<file path="config.mk">
export PLATFORM = sky130hd
export DESIGN_NAME = period_meas_sched
export DESIGN_NICKNAME = d
export VERILOG_FILES = /design/src/rtl/period_meas_pkg.sv /design/src/rtl/edge_interval_counter.sv /design/src/rtl/period_meas_sched.sv
export SDC_FILE = /design/constraint.sdc
export NUM_CORES = 1
export LEC_CHECK = 0
export CAP_MARGIN = 20
export CORE_MARGIN = 3
export CORE_UTILIZATION = 30
export DETAILED_ROUTE_END_ITERATION = 6
export PLACE_DENSITY = 0.53
export SLEW_MARGIN = 10
export SYNTH_ARGS = -nofsm -noshare
export SYNTH_HDL_FRONTEND = slang
export SYNTH_SLANG_ARGS = --single-unit
</file>
<file path="constraint.sdc">
create_clock -name clk -period 8.6 [get_ports clk]
set_input_delay 2.15 -clock clk [delete_from_list [all_inputs] [get_ports clk]]
set_output_delay 2.15 -clock clk [all_outputs]
set_load 0.02 [all_outputs]
</file>
<file path="src/rtl/period_meas_pkg.sv">
// Shared definitions for the period measurement scheduler.
//   state_e        : scheduler FSM states
//   SYNC_STAGES    : flip-flops in each sig_in synchronizer
//   SWITCH_CYCLES  : cycles spent flushing the synchronizer/mux after a channel switch
//   sel_width()    : width of a channel index (clog2, at least 1)
package period_meas_pkg;

   typedef enum logic [2:0] {
      ST_IDLE,
      ST_SWITCH,
      ST_DISCARD,
      ST_MEASURE,
      ST_REPORT
   } state_e;

   localparam int unsigned SYNC_STAGES   = 2;
   localparam int unsigned SWITCH_CYCLES = 3;

   function automatic int unsigned sel_width(input int unsigned n);
      return (n <= 2) ? 1 : $clog2(n);
   endfunction

endpackage

</file>
<file path="src/rtl/edge_interval_counter.sv">
// Saturating clk-tick counter measuring the time between edge strobes.
//   clk, RST    : clock, asynchronous active-high reset
//   restart_i   : hold the counter at zero (channel not being measured)
//   edge_i      : qualified edge strobe; the count restarts so that the next
//                 edge reads exactly the number of clk cycles in between
//   interval_o  : ticks since the last edge (or since restart was released)
//   expired_o   : interval has reached TIMEOUT
module edge_interval_counter #(
   parameter int unsigned WIDTH   = 32,
   parameter int unsigned TIMEOUT = 65535
) (
   input  logic             clk,
   input  logic             RST,
   input  logic             restart_i,
   input  logic             edge_i,
   output logic [WIDTH-1:0] interval_o,
   output logic             expired_o
);

   logic [WIDTH-1:0] cnt_q, cnt_d;

   // An edge loads 1, not 0: the edge cycle itself is the first tick of the
   // new interval, so the following edge samples the exact cycle distance.
   always_comb begin
      cnt_d = cnt_q;
      if (restart_i) begin
         cnt_d = '0;
      end else if (edge_i) begin
         cnt_d = WIDTH'(1);
      end else if (cnt_q != '1) begin
         cnt_d = cnt_q + WIDTH'(1);
      end
   end

   always_ff @(posedge clk or posedge RST) begin
      if (RST) begin
         cnt_q <= '0;
      end else begin
         cnt_q <= cnt_d;
      end
   end

   assign interval_o = cnt_q;
   assign expired_o  = (cnt_q >= WIDTH'(TIMEOUT));

endmodule

</file>
<file path="src/rtl/period_meas_sched.sv">
// Round-robin scheduler sharing one edge-interval counter among CHANNELS
// asynchronous clock signals; reports the average of 2^AVG_LOG2 periods.
//   clk, RST      : time base, asynchronous active-high reset
//   PWRDWN        : forces IDLE, aborts any measurement without a report
//   sig_in        : measured signals (asynchronous)
//   req           : level request per channel
//   sel           : channel currently owning the counter
//   busy          : FSM not in IDLE
//   result        : averaged period in clk ticks (0 on timeout), held
//   result_ch     : channel that result belongs to
//   result_valid  : one-cycle report strobe
//   timeout       : with result_valid, measurement died (no edges)
module period_meas_sched
   import period_meas_pkg::*;
#(
   parameter int unsigned CHANNELS = 6,
   parameter int unsigned WIDTH    = 32,
   parameter int unsigned DISCARD  = 2,
   parameter int unsigned AVG_LOG2 = 2,
   parameter int unsigned TIMEOUT  = 65535
) (
   input  logic                              clk,
   input  logic                              RST,
   input  logic                              PWRDWN,
   input  logic [CHANNELS-1:0]               sig_in,
   input  logic [CHANNELS-1:0]               req,
   output logic [sel_width(CHANNELS)-1:0]    sel,
   output logic                              busy,
   output logic [WIDTH-1:0]                  result,
   output logic [sel_width(CHANNELS)-1:0]    result_ch,
   output logic                              result_valid,
   output logic                              timeout
);

   localparam int unsigned SW    = sel_width(CHANNELS);
   localparam int unsigned ACC_W = WIDTH + AVG_LOG2;
   localparam int unsigned AVG_N = 1 << AVG_LOG2;
   localparam int unsigned MCW   = AVG_LOG2 + 1;

   state_e                               state_q;
   logic [SW-1:0]                        sel_q;
   logic [SW-1:0]                        last_served_q;
   logic                                 busy_q;
   logic [WIDTH-1:0]                     result_q;
   logic [SW-1:0]                        result_ch_q;
   logic                                 result_valid_q;
   logic                                 timeout_q;
   logic [1:0]                           sw_cnt_q;
   logic [3:0]                           disc_cnt_q;
   logic [MCW-1:0]                       meas_cnt_q;
   logic [ACC_W-1:0]                     acc_q;
   logic                                 first_q;

   logic [SYNC_STAGES-1:0][CHANNELS-1:0] sync_q;
   logic                                 sel_bit_q;
   logic                                 sel_prev_q;

   logic                                 measuring;
   logic                                 edge_q;
   logic                                 abort;
   logic [WIDTH-1:0]                     interval;
   logic                                 expired;
   logic [ACC_W:0]                       acc_sum;
   logic [ACC_W-1:0]                     acc_d;
   logic [WIDTH-1:0]                     avg_d;
   logic                                 grant_found;
   logic [SW-1:0]                        grant_d;
   logic [SW:0]                          idx_w;

   // Synchronizers and selected-channel edge detect
   always_ff @(posedge clk or posedge RST) begin
      if (RST) begin
         sync_q     <= '0;
         sel_bit_q  <= 1'b0;
         sel_prev_q <= 1'b0;
      end else begin
         sync_q     <= {sync_q[SYNC_STAGES-2:0], sig_in};
         sel_bit_q  <= sync_q[SYNC_STAGES-1][sel_q];
         sel_prev_q <= sel_bit_q;
      end
   end

   // Edges are only honoured once the post-switch flush is over, so the
   // stale mux output of the previous channel can never produce a strobe.
   assign measuring = (state_q == ST_DISCARD) || (state_q == ST_MEASURE);
   assign edge_q    = sel_bit_q & ~sel_prev_q & measuring;
   assign abort     = PWRDWN | ~req[sel_q];

   edge_interval_counter #(
      .WIDTH   (WIDTH),
      .TIMEOUT (TIMEOUT)
   ) u_counter (
      .clk        (clk),
      .RST        (RST),
      .restart_i  (~measuring),
      .edge_i     (edge_q),
      .interval_o (interval),
      .expired_o  (expired)
   );

   // Saturating accumulate of the interval ending at this edge
   always_comb begin
      acc_sum = {1'b0, acc_q} + (ACC_W+1)'(interval);
      acc_d   = acc_sum[ACC_W] ? '1 : acc_sum[ACC_W-1:0];
      avg_d   = acc_d[ACC_W-1:AVG_LOG2];
   end

   // Round-robin: first requester strictly after last_served, wrapping
   always_comb begin
      grant_found = 1'b0;
      grant_d     = '0;
      idx_w       = '0;
      for (int unsigned i = 1; i <= CHANNELS; i++) begin
         idx_w = {1'b0, last_served_q} + (SW+1)'(i);
         if (idx_w >= (SW+1)'(CHANNELS)) begin
            idx_w = idx_w - (SW+1)'(CHANNELS);
         end
         if (!grant_found && req[idx_w[SW-1:0]]) begin
            grant_found = 1'b1;
            grant_d     = idx_w[SW-1:0];
         end
      end
   end

   // Scheduler FSM; abort outranks timeout, timeout outranks an edge
   always_ff @(posedge clk or posedge RST) begin
      if (RST) begin
         state_q        <= ST_IDLE;
         sel_q          <= '0;
         last_served_q  <= SW'(CHANNELS-1);
         busy_q         <= 1'b0;
         result_q       <= '0;
         result_ch_q    <= '0;
         result_valid_q <= 1'b0;
         timeout_q      <= 1'b0;
         sw_cnt_q       <= '0;
         disc_cnt_q     <= '0;
         meas_cnt_q     <= '0;
         acc_q          <= '0;
         first_q        <= 1'b0;
      end else begin
         result_valid_q <= 1'b0;
         timeout_q      <= 1'b0;
         case (state_q)
            ST_IDLE: begin
               if (!PWRDWN && grant_found) begin
                  state_q  <= ST_SWITCH;
                  sel_q    <= grant_d;
                  busy_q   <= 1'b1;
                  sw_cnt_q <= '0;
               end
            end
            ST_SWITCH: begin
               if (abort) begin
                  state_q <= ST_IDLE;
                  busy_q  <= 1'b0;
               end else if (sw_cnt_q == 2'(SWITCH_CYCLES-1)) begin
                  disc_cnt_q <= '0;
                  meas_cnt_q <= '0;
                  acc_q      <= '0;
                  first_q    <= (DISCARD == 0);
                  state_q    <= (DISCARD == 0) ? ST_MEASURE : ST_DISCARD;
               end else begin
                  sw_cnt_q <= sw_cnt_q + 2'd1;
               end
            end
            ST_DISCARD: begin
               if (abort) begin
                  state_q <= ST_IDLE;
                  busy_q  <= 1'b0;
               end else if (expired) begin
                  state_q        <= ST_REPORT;
                  result_q       <= '0;
                  result_ch_q    <= sel_q;
                  result_valid_q <= 1'b1;
                  timeout_q      <= 1'b1;
               end else if (edge_q) begin
                  // The last discarded edge has already restarted the counter.
                  if (disc_cnt_q == 4'(DISCARD-1)) begin
                     state_q <= ST_MEASURE;
                  end else begin
                     disc_cnt_q <= disc_cnt_q + 4'd1;
                  end
               end
            end
            ST_MEASURE: begin
               if (abort) begin
                  state_q <= ST_IDLE;
                  busy_q  <= 1'b0;
               end else if (expired) begin
                  state_q        <= ST_REPORT;
                  result_q       <= '0;
                  result_ch_q    <= sel_q;
                  result_valid_q <= 1'b1;
                  timeout_q      <= 1'b1;
               end else if (edge_q) begin
                  if (first_q) begin
                     first_q <= 1'b0;
                  end else if (meas_cnt_q == MCW'(AVG_N-1)) begin
                     state_q        <= ST_REPORT;
                     result_q       <= avg_d;
                     result_ch_q    <= sel_q;
                     result_valid_q <= 1'b1;
                  end else begin
                     acc_q      <= acc_d;
                     meas_cnt_q <= meas_cnt_q + MCW'(1);
                  end
               end
            end
            ST_REPORT: begin
               last_served_q <= sel_q;
               state_q       <= ST_IDLE;
               busy_q        <= 1'b0;
            end
            default: begin
               state_q <= ST_IDLE;
               busy_q  <= 1'b0;
            end
         endcase
      end
   end

   assign sel          = sel_q;
   assign busy         = busy_q;
   assign result       = result_q;
   assign result_ch    = result_ch_q;
   assign result_valid = result_valid_q;
   assign timeout      = timeout_q;

endmodule

</file>
== Word-level counts from Yosys, hierarchy flattened ==
Cells that the tools add are included.

* Multiplexer cells: 112
* $lt $le $gt $ge: 14
* Bitwise gates (word level): 5
* Eq/ne operators: 33
* Reduce and logical (&&, ||, !) cells: 28
* Add/sub/neg operators: 17

{| class="wikitable"
|+ Operator list
! cell !! count
|-
| $mux W32 || 10
|-
| $mux W34 || 8
|-
| $mux W3 || 38
|-
| $pmux W34 S2 || 1
|-
| $pmux W32 S2 || 1
|-
| $add A34 B32 Y35 || 1
|-
| $add A32 B1 Y32 const B || 1
|-
| $ge A32 B16 Y1 const B || 1
|-
| $ne A32 B32 Y1 const B || 1
|-
| $mux W1 || 29
|-
| $lt A3 B4 Y1 const B || 7
|-
| $ne A2 B2 Y1 const B || 14
|-
| $bmux W1 S3 || 8
|-
| $ge A4 B3 Y1 const B || 6
|-
| $mux W4 || 6
|-
| $reduce_and A7 Y1 || 3
|-
| $sub A3 B3 Y3 const B || 6
|-
| $add A3 B3 Y4 const B || 3
|-
| $ne A4 B4 Y1 const B || 3
|-
| $pmux W3 S2 || 2
|-
| $pmux W3 S4 || 1
|-
| $eq A3 B2 Y1 const B || 3
|-
| $ne A3 B3 Y1 const B || 3
|-
| $add A3 B2 Y4 const B || 2
|-
| 30 further kinds || 51
|}

* Input port bits: 15
* Word-level logic and storage cells: 227
* Bits in registers: 137

== Longest topological paths before layout ==
* Depth in word-level cells: 24
* Gate-level depth with buffers: 13
* Mapped depth without buffers: 11

== Cells and area by module ==
Synthesis repeated with hierarchy kept, for this count alone.

* Cells, all modules: 991
* Area, all modules: 8742.1 um2

{| class="wikitable"
|+ Modules (own cells, without submodules)
! module !! cells an instance !! area an instance (um2) !! instances
|-
| period_meas_sched || 771 || 6822.8 || 1
|-
| edge_interval_counter || 220 || 1919.3 || 1
|}

== Worst setup path after synthesis ==
Ideal clock, no wire load.

* Path kind: in2reg
* From: in req[2]
* To: reg state_q[0]
* Library setup time: 128 ps
* Stages: 8
* Required time: 8472 ps
* Slack: 4476 ps
* Arrival: 3996 ps
* Cell sequence: mux4_2 -> or3b_1 -> o221ai_2 -> nand2_4 -> nor3_4 -> a31oi_1 -> o22ai_1 -> mux2_1

* Cells in the longest elaborated chain, start to end: 21
* Elaborated cells between the ends (all ways): 45
* Classes of those cells: eq/ne: 7; mux: 24; bitwise: 2; reduce/logical: 12

{| class="wikitable"
|+ RTL lines
! element !! RTL line !! text
|-
| start, declared || period_meas_sched.sv:26 || <nowiki>input logic [CHANNELS-1:0] req,</nowiki>
|-
| $bmux W1 S3 || period_meas_sched.sv:118 || <nowiki>if (!grant_found && req[idx_w[SW-1:0]]) begin</nowiki>
|-
| $mux W1 (implied by the code) || period_meas_sched.sv:118 ||
|-
| $mux W1 || period_meas_sched.sv:118 ||
|-
| $logic_not A1 Y1 || period_meas_sched.sv:118 ||
|-
| $logic_and A1 B1 Y1 || period_meas_sched.sv:118 ||
|-
| $mux W1 || period_meas_sched.sv:118 ||
|-
| $logic_not A1 Y1 || period_meas_sched.sv:118 ||
|-
| $logic_and A1 B1 Y1 || period_meas_sched.sv:118 ||
|-
| [5 not listed] || n/a ||
|-
| $logic_and A1 B1 Y1 || period_meas_sched.sv:118 ||
|-
| $mux W1 || period_meas_sched.sv:118 ||
|-
| $logic_not A1 Y1 || period_meas_sched.sv:118 ||
|-
| $logic_and A1 B1 Y1 || period_meas_sched.sv:118 ||
|-
| $mux W1 || period_meas_sched.sv:118 ||
|-
| $logic_and A1 B1 Y1 || period_meas_sched.sv:146 || <nowiki>if (!PWRDWN && grant_found) begin</nowiki>
|-
| $ne A2 B2 Y1 (no line) || n/a ||
|-
| $reduce_and A7 Y1 (no line) || n/a ||
|-
| end signal, assigned || period_meas_sched.sv:162 || <nowiki>state_q <= (DISCARD == 0) ? ST_MEASURE : ST_DISCARD;</nowiki>
|-
| end, declared || period_meas_sched.sv:40 || <nowiki>state_e state_q;</nowiki>
|}

Several ways; a longest one is shown, not always the timed one. The select of a mux whose other input is x is not followed.
A chain may end at the register's enable or synchronous reset.

== Worst setup path in the final report ==
* From: in req[1]
* To: reg result_q[23] (netlist: result[23])

* Cells in the longest elaborated chain, start to end: 6
* Elaborated cells between the ends (all ways): 7
* Classes of those cells: eq/ne: 2; mux: 2; bitwise: 2; reduce/logical: 1

{| class="wikitable"
|+ RTL lines
! element !! RTL line !! text
|-
| $bmux W1 S3 (*) || period_meas_sched.sv:87 || <nowiki>assign abort = PWRDWN | ~req[sel_q];</nowiki>
|-
| $mux W1 (implied by the code) (*) || period_meas_sched.sv:87 ||
|-
| $not A1 Y1 (*) || period_meas_sched.sv:87 ||
|-
| $or A1 B1 Y1 (*) || period_meas_sched.sv:87 ||
|-
| $ne A2 B2 Y1 (no line) || n/a ||
|-
| $reduce_and A7 Y1 (no line) (*) || n/a ||
|-
| end signal, assigned || period_meas_sched.sv:201 || <nowiki>result_q <= avg_d;</nowiki>
|-
| end, declared || period_meas_sched.sv:44 || <nowiki>logic [WIDTH-1:0] result_q;</nowiki>
|}

Mark *: on every way between the ends. The rest lies on a longest branch, timed or not. The select of a mux whose other input is x is not followed.

==> results.json <==
{
  "status": "finished clean",
  "period_share": 0.5883,
  "gr-total-overflow": 0,
  "syn_area_um2": 8633,
  "post_cts_resized": 0,
  "firstDrtPassIters": 5,
  "final_nets": 1056,
  "r2r_start": "u_counter.interval_o[0]",
  "critPathRequiredTime_ns": 8.97,
  "yosys-top-cells-area": "dfrtp_1 39%, ha_1 6.8%, nand2_1 5.4%",
  "drive_above_1_share": 0.07058,
  "worst_pin_slew_ns": 0.9696,
  "syn_nets": 1018,
  "routedWlPerCell_um": 17.17,
  "start_kind": "primary input",
  "cts_tree": "yes",
  "max_slew_margin": 0.3454,
  "insertedDiodeCount": 0,
  "path_max_fanout": 37,
  "drt_wl_total_mm": 23.76,
  "finalMaxSlewViolations": 0,
  "arrival_ns": 5.42,
  "syn_avg_cell_area_um2": 9.040,
  "drcViolationCount": 0,
  "synthXorXnorAreaFrac": 0.05261,
  "place.gp.congestion": 0.8440,
  "io_pins": 56,
  "dpl.cell_count": 1351,
  "cp-end-kind": "flop",
  "fin_crit_ns": 5.059,
  "row_count": 61,
  "rr_worst_depth": 11,
  "num_vias": 7211,
  "synthSimpleGateAreaFrac": 0.2075,
  "slowest_stage": "clkdlybuf4s50_1",
  "dieArea_um2": 30850,
  "worstHoldPathType": "flop to flop",
  "cts_setup_buffers": 0,
  "numCtsBuffers": 17,
  "dp_hpwl_mm": 17.09,
  "rsz0062_at_grt": "false",
  "power_density_nw_per_um2": 184.9,
  "clock_path_buffers": 2,
  "vias_per_cell": 5.210,
  "fillerInstances": 2953,
  "core_um2": 28090,
  "maxCapViolations": 0,
  "syn_to_final_growth_pct": 17.00,
  "power_leakage_nw": 4.373,
  "worstReg2RegEnd": "acc_q[13]",
  "min_path_cells": 0,
  "clock_sinks": 136,
  "ys_async_sr_fraction": 1.000,
  "peakVddDrop_mv": 0.1222,
  "stdcell_count": 1384,
  "die_y_um": 175.6,
  "synth_fa_ha_area_frac": 0.07043,
  "finish.utilization": 0.3596,
  "ys_warn_count": 0,
  "finalClockSkew_ns": 0.01578,
  "synth_cell_types": 89,
  "antenna_found_initial": 0,
  "tns_ns": 0,
  "setup_viol": 0,
  "yosys_most_used_dff": "dfrtp_1",
  "grt_max_degree": 73,
  "numPortBuffers": 55,
  "synth_edf_count": 0,
  "crit_chain": "clkdlybuf4s50_1, mux4_2, mux2i_1, or2_1, inv_2, nand3_4, inv_4, nand3_2, or3_1, nand4_1",
  "syn_inst": 955,
  "track_usage": 0.1562,
  "synth_mux_area_frac": 0.03928,
  "hold_buffers": 0,
  "cpPeakStageDelay_ns": 0.61,
  "insertion_delay_ns": 0.43,
  "grt_pass1_wl_mm": 38.39,
  "grt_pass1_vias": 6841,
  "drt_iter0_drc": 478,
  "ys_seq_area_frac": 0.3945,
  "min_from": "sync_q[0]",
  "finalHoldViolCount": 0,
  "synth_compound_area_frac": 0.1965,
  "ctsHtreeMaxLevel": 4,
  "synth_top_area_cell": "dfrtp_1",
  "clkTransAtPathRegs_ns": 0.07,
  "r2r_setup_slack_ns": 4.40,
  "clock-root-buffer": "clkbuf_16",
  "synth_top_area_share": 0.3884,
  "crit_type": "primary input to flop",
  "min_delay_worst_endpoint": "sync_q[6]",
  "start_util": 0.3074,
  "die-width_um": 175.6,
  "synth_top_family_by_area": "simple AND/OR/NAND/NOR gates",
  "fmax_ghz": 0.1977,
  "synth.ff_latch_count": 136,
  "ant_nets": 0
}
worst max path at each step:
stage / start / endpoint / cells past startpoint / slack [ns]
after floorplan: RST / acc_q[0] / 1 / 2.81
after global placement: req[1] / result[25] / 10 / 3.11
after detailed placement: req[1] / result[25] / 10 / 3.09
after CTS: req[1] / result[25] / 10 / 3.52
after global routing: req[1] / result[25] / 10 / 3.28
final: req[1] / result[23] / 10 / 3.54
synthesized netlist by cell type (all sizes together), types with 6 or more instances:
library cell / count
a211oi: 11
a21o: 11
a21oi: 51
a22o: 7
and3: 11
buf: 13
clkbuf: 28
dfrtp: 134
ha: 47
inv: 28
mux2i: 14
mux4: 6
nand2: 126
nand2b: 9
nand3: 35
nand4: 19
nor2: 84
nor3: 23
o211ai: 9
o21a: 11
o21ai: 93
or2: 8
or3: 22
xnor2: 22
xor2: 29
logic make-up (layout without fill, tap and decap cells):
kind of cell | after synthesis | in the layout
adders and majority gates | 48 | 48
xor gates and xnor gates | 51 | 51
muxes | 25 | 25
DFF | 136 | 136
buffers and inverters | 69 | 120
and+or+nand+nor | 368 | 368
AOI/OAI and AO/OA | 258 | 258
layout make-up:
| cell class | instances | area, um2 | share of cell area |
|---|---|---|---|
| flip-flops and latches | 136 | 3406 | 0.3372 |
| well taps | 378 | 473.0 | 0.04682 |
| clock buffers | 24 | 481.7 | 0.04769 |
| clock inverters | 8 | 142.6 | 0.01412 |
| inverters | 28 | 112.6 | 0.01115 |
| multi-input cells | 750 | 4890 | 0.4841 |
| repair buffers | 60 | 595.6 | 0.05896 |
cells in the final DEF (no fill, tap or decap), drive strengths merged, types with 23 or more instances in the layout:
cell,n
ha,47
a21oi,51
nor3,23
nand2,126
nand3,35
clkdlybuf4s50,55
dfrtp,134
inv,28
nor2,84
o21ai,93
xor2,29
clkbuf,24
power by group:
group / internal, mW / total, mW / switching (mW)
Combinational: 0.130 / 0.321 / 0.191
Clock: 0.508 / 0.788 / 0.281
Sequential: 0.690 / 0.758 / 0.0682
Total: 1.33 / 1.87 / 0.540
state kept, by name, summed over array words and instances, names as in the netlist, 2 cells and up:
name                  flops
sw_cnt_q                  2
state_q                   3
meas_cnt_q                3
sync_q                   12
u_counter.interval_o     32
result_ch                 3
last_served_q             3
result                   32
disc_cnt_q                4
sel                       3
acc_q                    34
routing by layer:
| layer | track usage | vias up | wire length (um) |
|---|---|---|---|
| met5 | 0 | - | 0 |
| met4 | 0.04916 | 0 | 425 |
| met3 | 0.03134 | 23 | 876 |
| met2 | 0.2331 | 141 | 10590 |
| met1 | 0.2271 | 3501 | 11870 |
| li1 | - | 3546 | - |
through the flow:
| stage | hold WS [ns] | setup slack [ns] | power [mW] | cell area (um2) |
|---|---|---|---|---|
| 6_report | 0.3468 | 3.541 | 1.867 | 10100 |
| 5_1_grt | 0.3533 | 3.277 | 1.958 | 10100 |
| 4_1_cts | 0.3477 | 3.525 | 1.881 | 10090 |
| 2_1_floorplan | 0.3312 | 2.814 | 0.9890 | 8633 |
| 3_5_place_dp | 0.3347 | 3.087 | 1.092 | 9462 |
| 3_3_place_gp | 0.3312 | 3.110 | 1.092 | 9462 |
worst max-delay path, delay by kind of cell:
family                 cells  cell delay [ns]
and+or+nand+nor            5             1.89
muxes                      2             0.37
buffers and inverters      3             0.98
(Power assumes the default switching activity.)
